[src/rtl/matrix_pkg.sv]
// Shared constants, loader state type and element-offset helper for the 5x5 matrix datapath.
package matrix_pkg;

    localparam int unsigned N        = 5;
    localparam int unsigned W        = 8;
    localparam int unsigned MAT_BITS = N * N * W;

    typedef enum logic [1:0] {
        LOAD_A = 2'd0,
        LOAD_B = 2'd1,
        HOLD   = 2'd2
    } ld_state_e;

    // One past the MSB of element (i,j) in a row-major packed operand.
    function automatic int unsigned elem_off(input int unsigned i, input int unsigned j);
        return MAT_BITS - N * W * i - W * j;
    endfunction

endpackage

[src/rtl/mat_idx_cnt.sv]
// Row/column index counter over an N x N grid; wraps (N-1,N-1) -> (0,0) and flags the last cell.
module mat_idx_cnt
    import matrix_pkg::*;
(
    input  logic       clk,
    input  logic       rst,
    input  logic       clr,
    input  logic       inc,
    output logic [2:0] row,
    output logic [2:0] col,
    output logic       done
);

    localparam logic [2:0] LAST = 3'(N - 1);

    logic [2:0] row_q, row_d;
    logic [2:0] col_q, col_d;

    always_comb begin
        row_d = row_q;
        col_d = col_q;
        if (clr) begin
            row_d = '0;
            col_d = '0;
        end else if (inc) begin
            if (col_q == LAST) begin
                col_d = '0;
                row_d = (row_q == LAST) ? '0 : row_q + 3'd1;
            end else begin
                col_d = col_q + 3'd1;
            end
        end
    end

    always_ff @(posedge clk or negedge rst) begin
        if (!rst) begin
            row_q <= '0;
            col_q <= '0;
        end else begin
            row_q <= row_d;
            col_q <= col_d;
        end
    end

    assign row  = row_q;
    assign col  = col_q;
    assign done = (row_q == LAST) && (col_q == LAST);

endmodule

[src/rtl/matrix_loader.sv]
// Operand loader: packs A row-major into lin and B transposed into col, then holds them for the multiplier.
// Optional MATRIX_LOADER_REUSE_EN adds reuse_b to skip reloading B.
module matrix_loader #(
    parameter int unsigned N = matrix_pkg::N,
    parameter int unsigned W = matrix_pkg::W
) (
    input  logic                  clk,
    input  logic                  rst,
    input  logic                  clr,
    input  logic                  in_valid,
    output logic                  in_ready,
    input  logic signed [W-1:0]   in_data,
`ifdef MATRIX_LOADER_REUSE_EN
    input  logic                  reuse_b,
`endif
    output logic                  out_valid,
    input  logic                  out_ready,
    output logic [N*N*W-1:0]      lin,
    output logic [N*N*W-1:0]      col,
    output logic [5:0]            elem_cnt
);
    import matrix_pkg::*;

    ld_state_e          state_q, state_d;
    logic [N*N*W-1:0]   lin_q, lin_d;
    logic [N*N*W-1:0]   col_q, col_d;
    logic [5:0]         cnt_q, cnt_d;

    logic [2:0] row_idx, col_idx;
    logic       idx_done;
    logic       inc;
    logic       skip_b;
    logic [7:0] lo_a, lo_b;

`ifdef MATRIX_LOADER_REUSE_EN
    assign skip_b = reuse_b;
`else
    assign skip_b = 1'b0;
`endif

    assign in_ready  = (state_q != HOLD);
    assign out_valid = (state_q == HOLD);
    assign inc       = in_valid && in_ready && !clr;

    // B is placed transposed, so its offset swaps the row/column roles.
    assign lo_a = 8'(elem_off(32'(row_idx), 32'(col_idx)) - W);
    assign lo_b = 8'(elem_off(32'(col_idx), 32'(row_idx)) - W);

    mat_idx_cnt u_idx (
        .clk  (clk),
        .rst  (rst),
        .clr  (clr),
        .inc  (inc),
        .row  (row_idx),
        .col  (col_idx),
        .done (idx_done)
    );

    always_comb begin
        state_d = state_q;
        lin_d   = lin_q;
        col_d   = col_q;
        cnt_d   = cnt_q;
        if (clr) begin
            state_d = LOAD_A;
            cnt_d   = '0;
        end else begin
            if (inc) begin
                cnt_d = cnt_q + 6'd1;
                if (state_q == LOAD_A) lin_d[lo_a +: W] = in_data;
                else                   col_d[lo_b +: W] = in_data;
            end
            case (state_q)
                LOAD_A: if (inc && idx_done) state_d = skip_b ? HOLD : LOAD_B;
                LOAD_B: if (inc && idx_done) state_d = HOLD;
                HOLD: begin
                    if (out_ready) begin
                        state_d = LOAD_A;
                        cnt_d   = '0;
                    end
                end
                default: state_d = LOAD_A;
            endcase
        end
    end

    always_ff @(posedge clk or negedge rst) begin
        if (!rst) begin
            state_q <= LOAD_A;
            lin_q   <= '0;
            col_q   <= '0;
            cnt_q   <= '0;
        end else begin
            state_q <= state_d;
            lin_q   <= lin_d;
            col_q   <= col_d;
            cnt_q   <= cnt_d;
        end
    end

    assign lin      = lin_q;
    assign col      = col_q;
    assign elem_cnt = cnt_q;

endmodule
[config.mk]
export PLATFORM = sky130hd
export DESIGN_NAME = matrix_loader
export DESIGN_NICKNAME = d
export VERILOG_FILES = /design/src/rtl/matrix_pkg.sv /design/src/rtl/mat_idx_cnt.sv /design/src/rtl/matrix_loader.sv
export SDC_FILE = /design/constraint.sdc
export NUM_CORES = 1
export LEC_CHECK = 0
export CAP_MARGIN = 5
export CORE_UTILIZATION = 25
export DETAILED_ROUTE_END_ITERATION = 12
export HOLD_SLACK_MARGIN = 0.03
export PLACE_DENSITY_LB_ADDON = 0.12
export SLEW_MARGIN = 10
export SYNTH_ARGS = -nofsm -noshare
export SYNTH_HDL_FRONTEND = slang
export SYNTH_SLANG_ARGS = --single-unit
[constraint.sdc]
create_clock -name clk -period 8.8 [get_ports clk]
set_input_delay 1.76 -clock clk [delete_from_list [all_inputs] [get_ports clk]]
set_output_delay 1.76 -clock clk [all_outputs]
set_load 0.02 [all_outputs]
==> metrics.txt, run 1 <==
ranking of synthesized cells by area=dfrtp_1, mux2_2, nor2_1; Synth top area share=about three fifths; Post-Route WL=about 60,000 um; crit path kind=flop to flop; fillcell total=~6,600; first-pass GRT wire length=a little under 90,000 um; P_int=between 3 and 4 mW; Critical Path AT=between 5 and 6 ns; TritonRoute pass-1 iters=4; cell mode on critical path=inv_1; EDFF count, synth=0; Simple-Gate Fraction of Synth Area=between 8 and 9%; RSZ-0062 raised after global routing=no; total number of vias=11,510; commonest non-fill, non-tap cell in the layout=clkdlybuf4s50_1; status=completed; Unique masters post-synth=59; asr flop ratio synth=between 90% and 100%; crit path cell chain=inv_1 > ha_1 > inv_1 > fa_1 > nor2_2 > xor2_2 > nor2_1 > nand2_1 > nor3_2 > mux2_2; Max Cap Viol=0; Clock power frac=about two fifths; Cells after Synth=between 1,000 and 1,500; TNS Setup=0 ns; Site Rows=95; Hold WC Path Type=flop to flop; Post-CTS Repair Setup Buffers=0; Seq/Total Area, Yosys=between 60% and 70%; Initial Utilization=25.5%; Startpoint Class=flop; clock-pin transition on the worst setup and hold timing paths=about 0.06 ns; post-synthesis xor/xnor area fraction=between 1 and 1.5%; Least-Margin Pin Slew=approximately 1.2 ns; Layout area overhead=39.8%; CP endpoint kind=flop; Slew HR=between 20% and 30%; largest net degree at the start of global routing=152; Synth area leader=dfrtp_1; Synth Area in Compound Gates=about 1.4%; Synth Flop Type=dfrtp_1; initial antenna violation count=6; GRT overflow=0; Num CTS Buffers=49; vias per cell=about 4.5; DP Wirelength=42,800 um; Tcrit/Tclk final=between 50% and 60%; Yosys warning count=0; Clock Skews=0.0182 ns; switching fraction of total power=between 20% and 30%; aggregate global-route resource usage=between 15 and 20%; post-cts gate resize count=0; gp weighted congestion=between 0.7 and 0.8; CTS tree=yes; Worst-Skew Late Latency=0.59 ns; multi-input logic area=6670 um^2; die span in y=265 um; Reg area=10,400 um^2; clock root buffer master=clkbuf_16; final count of negative-setup-slack endpoints=0; Worst EP required=9.25 ns; syn avg cell area=between 10 and 15 um^2; final hold viol count=0; H-tree Lvls=2; vias in the first global route=approximately 12,000; Yosys reg bits=between 400 and 500; drt initial violations=542; io pins=421; PD cells=between 200 and 250 nW/um^2; Worst path max stage delay=1.00 ns; main combinational cell family by area after synthesis=multiplexers; Fmax achieved=between 150 and 200 MHz; CORE AREA=between 60,000 and 70,000 um^2; Synth Net Count=1,239; clk sinks=between 400 and 500; Final nets=1,683; post-synthesis mux area share=approximately a quarter; most frequent cells in the layout=clkdlybuf4s50_1, dfrtp_1, mux2_2, nor2_1, nand2_1; Max FO, Critical Path=18; Netlist Area Pre-Place=roughly 17,000 um^2; register share of total power=41.2%; Pleak=around 11 nW; Finished Core Util=a little over a third; Pwr Total=~5 mW; full die area=around 70,000 um^2; final slew viol count=0; post-synthesis adder-cell area fraction=under 10%; ANT nets after route=0; Max VDD drop=~0.00013 V; Critical-path top delay cell=nor3_2; Comb pwr share=18.1%; die width=between 200 and 300 um; fin crit period=5.22 ns; # hold bufs at CTS=0; sw power=1.44 mW; drt wl/cell=~24 um; layout cells sized above 1=30.6%; I/O Buffers=420; DRC violations left=0; deepest clock path buffer count=3
==> per-layer routing <==
| layer | track usage (%) | vias up | part of all wire, % |
|---|---|---|---|
| met1 | 21.6 | 5982 | 42 |
| met4 | 4.79 | 2 | 2.5 |
| met3 | 5.70 | 82 | 7.8 |
| met2 | 28.5 | 307 | 48 |
| li1 | - | 5137 | - |
| met5 | 0 | - | 0.021 |
==> cell families after synthesis <==
kind of cell / Yosys count
mux: 402
simple gates: 257
buf+inv: 55
flops: 414
compound gates: 33
xor+xnor: 19
fa+ha+maj: 23
==> sequential cells by signal, indices dropped and copies added (netlist names) <==
signal     flops
col          200
lin          200
elem_cnt       6
u_idx.col      3
u_idx.row      3
state_q        2
==> synth_stat cells (2+ instances only) <==
cell,instances
a21o_1,3
a21oi_1,7
and2_1,15
and3_1,10
buf_2,3
clkbuf_1,27
clkbuf_2,8
dfrtp_1,414
ha_1,22
inv_1,16
mux2_1,15
mux2_2,385
nand2_1,51
nand2_2,3
nand2b_1,3
nand3_1,9
nand3b_1,2
nand4_1,7
nor2_1,107
nor2_2,7
nor3_1,13
nor3_2,7
nor4_1,3
nor4b_4,8
o211ai_1,3
o21a_1,2
o21ai_0,4
o21ai_1,2
xnor2_1,8
xnor3_1,2
xor2_1,9
==> stage by stage <==
step                      cell area (um^2)  hold slack, ns  setup slack, ns  std cells
after CTS                            24100           0.492             3.48       2553
final                                24100           0.488             3.58       2554
after global routing                 24100           0.514             3.20       2553
after global placement               22500           0.467             3.30       2469
after floorplan                      17200           0.446             5.24       1203
after detailed placement             22500           0.478             3.20       2469
==> worst max-delay path: cells and delay by family (launching register included) <==
kind	cells	cell delay, ns
mux	1	0.42
flops	1	0.43
fa+ha+maj	2	1.27
buf+inv	2	0.47
simple gates	4	2.07
xor+xnor	1	0.40
==> final cells by class <==
type / count / share of cell area (%)
tap: 873 / 4.53
clock inverter: 16 / 0.831
timing repair buffer: 432 / 17.9
clock buffer: 68 / 5.85
multi-input combinational: 734 / 27.7
inverter: 16 / 0.249
antenna: 1 / 0.0104
sequential: 414 / 43.0
==> power by group through the flow <==
stage	sequential [mW]	combinational, mW	clock (mW)
finish	2.07	0.906	2.04
global route	2.08	0.980	2.19
CTS	2.07	0.932	2.12
detailed placement	2.10	0.930	0
global placement	2.10	0.924	0
floorplan	2.23	0.335	0
==> path summary, 6_finish.rpt <==
path                               from        to  slack, ns  depth (start not counted)
setup / recovery           u_idx.row[0]   col[93]       3.58                         10
hold / removal                  lin[92]   lin[92]       0.49                          1
setup reg to reg           u_idx.row[0]   col[93]       3.58                         10
hold reg to reg                 lin[92]   lin[92]       0.49                          1
max in group asynchronous           rst  lin[151]       5.77                          3
min in group asynchronous           rst  col[174]       1.18                          1
Power figures use the tool's default switching activity.
==> run 2: changes to the inputs <==
==> constraint.sdc (replaced) <==
create_clock -name clk -period 4.5 [get_ports clk]
set_input_delay 0.9 -clock clk [delete_from_list [all_inputs] [get_ports clk]]
set_output_delay 0.9 -clock clk [all_outputs]
set_load 0.02 [all_outputs]
==> metrics.txt, run 2 (synthesis results as in run 1) <==
Hold WC Path Type=input port to async pin; vias per cell=4.49 (-0.28%); Finished Core Util=36.1% (+0.46 points); flop-to-flop setup slack=0.22 ns (-3.37 ns); metal3 WL=4580 um (-2.4%); Post-Route WL=61,200 um (+1.1%); TNS Setup=0 ns (unchanged); switching fraction of total power=28.7% (+0.047 points); aggregate global-route resource usage=17.5% (+0.20 points); vias in the first global route=12,643 (+2.4%); most frequent cells in the layout=clkdlybuf4s50_1, dfrtp_1, mux2_2, nor2_1, nand2_1; total number of vias=11,658 (+1.3%); PD cells=404 nW/um^2 (+94%); sw power=2.83 mW (+97%); Clock Skews=0.0229 ns (+0.00467 ns); Fmax achieved=234 MHz (+22%); Max VDD drop=0.000259 V (+110%); WHS=0.420 ns (-0.0679 ns); ANT nets after route=0 (unchanged); CP endpoint kind=flop; H-tree Lvls=2 (unchanged); Critical Path AT=4.75 ns (-0.91 ns); r2r startpoint=u_idx.row[1]; Site Rows=95 (unchanged); Final nets=1,722 (+2.3%); io pins=421 (unchanged); first-pass GRT wire length=89,700 um (+1.1%); die width=265 um (unchanged); Pleak=11.4 nW (+1.8%); Initial Utilization=25.5% (unchanged); initial antenna violation count=4 (-2); CTS tree=yes; top layer in use=met5; largest net degree at the start of global routing=115 (-24%); DRC violations left=0 (unchanged); # hold bufs at CTS=0 (unchanged); crit path kind=flop to flop; reg2reg end=col[147]; gp weighted congestion=0.768 (-0.47%); I/O Buffers=420 (unchanged); Layout area overhead=41.6%; clock root buffer master=clkbuf_16; Reg2Reg Depth=10 (unchanged); drt wl/cell=23.6 um (-0.45%); fin crit period=4.28 ns (-0.935 ns); final count of negative-setup-slack endpoints=0 (unchanged); Worst-Skew Late Latency=0.58 ns (about the same); commonest non-fill, non-tap cell in the layout=clkdlybuf4s50_1; clk sinks=414 (unchanged); P_int=7.04 mW (+97%); Comb pwr share=18.5% (+0.4 points); final slew viol count=0 (unchanged); die span in y=265 um (unchanged); final hold viol count=0 (unchanged); drt initial violations=372 (-31%); Clock power frac=40.4% (-0.3 points); Slew HR=37.0% (+17 points); Startpoint Class=flop; CORE AREA=67,600 um^2 (unchanged); full die area=70,000 um^2 (unchanged); layout cells sized above 1=32.0% (+1.4 points); met1 wire length=25,600 um (+1.2%); deepest clock path buffer count=3 (unchanged); status=completed; Finished Layout Cells=2,594 (+1.6%); TritonRoute pass-1 iters=4 (unchanged); Max Cap Viol=0 (unchanged); clock-pin transition on the worst setup and hold timing paths=0.06 ns (about the same); Worst EP required=4.97 ns (-4.28 ns); RSZ-0062 raised after global routing=no; Routed met2 length=29,900 um (+3.3%); Num CTS Buffers=49 (unchanged); register share of total power=41.0% (-0.2 points); Max FO, Critical Path=11 (-7); post-cts gate resize count=0 (unchanged); Least-Margin Pin Slew=0.945 ns (-0.243 ns); Tcrit/Tclk final=95.1% (+36 points); GRT overflow=0 (unchanged); Post-CTS Repair Setup Buffers=0 (unchanged); DP Wirelength=44,600 um (+4.3%); placed insts=2,508 (+1.6%)
[run 2: cell count changes in the layout (fill, tap and decap cells not counted), sizes merged]
cell,before,now
buf,15,54
bufinv,4,3
clkbuf,68,75
clkinv,10,6
clkinvlp,2,1
[run 2: final cells by class]
class                      count  area [um^2]
clock buffer                  75         1480
antenna                        1         2.50
fill                        6587        43200
sequential                   414        10400
inverter                      16         60.1
timing repair buffer         471         4610
tap                          873         1090
multi-input combinational    734         6670
clock inverter                10          139
[run 2: routing by layer]
| metal | vias up | global-route usage [%] |
|---|---|---|
| li1 | 5195 | - |
| met5 | - | 0 |
| met2 | 312 | 29.6 |
| met1 | 6073 | 21.6 |
| met3 | 74 | 5.67 |
| met4 | 4 | 4.04 |
[run 2: how the worst max path moves through the flow]
stage	startpoint	to	slack [ns]	cells after the start
4_1_cts	u_idx.row[1]	col[147]	0.20	10
2_1_floorplan	u_idx.row[0]	col[128]	0.98	10
5_1_grt	u_idx.row[1]	col[147]	0.04	10
3_5_place_dp	u_idx.row[1]	col[147]	0.20	10
3_3_place_gp	u_idx.row[1]	col[150]	0.28	10
6_report	u_idx.row[1]	col[147]	0.22	10
[run 2: metrics by stage]
step	setup WS (ns)	cell area, um^2	power (mW)
2_1_floorplan	0.983	17200	5.01
3_3_place_gp	0.283	22800	5.97
3_5_place_dp	0.204	22800	5.99
4_1_cts	0.201	24400	10.1
5_1_grt	0.0401	24400	10.3
6_report	0.219	24400	9.86
[run 2: worst max-delay path, cell delays in order, from the launching register on]
cell	delay, ns
dfrtp_1	0.40
inv_1	0.09
ha_1	0.32
ha_1	0.43
ha_1	0.33
nand2b_4	0.19
a31oi_1	0.30
xnor3_1	0.40
nand3b_1	0.67
nor2_2	0.65
mux2_2	0.40
[run 2: power by group through the flow]
stage | Combinational, mW | Clock (mW) | Sequential, mW
6_report | 1.83 | 3.99 | 4.05
5_1_grt | 1.96 | 4.28 | 4.08
4_1_cts | 1.88 | 4.14 | 4.05
3_5_place_dp | 1.87 | 0 | 4.12
3_3_place_gp | 1.87 | 0 | 4.11
2_1_floorplan | 0.656 | 0 | 4.35
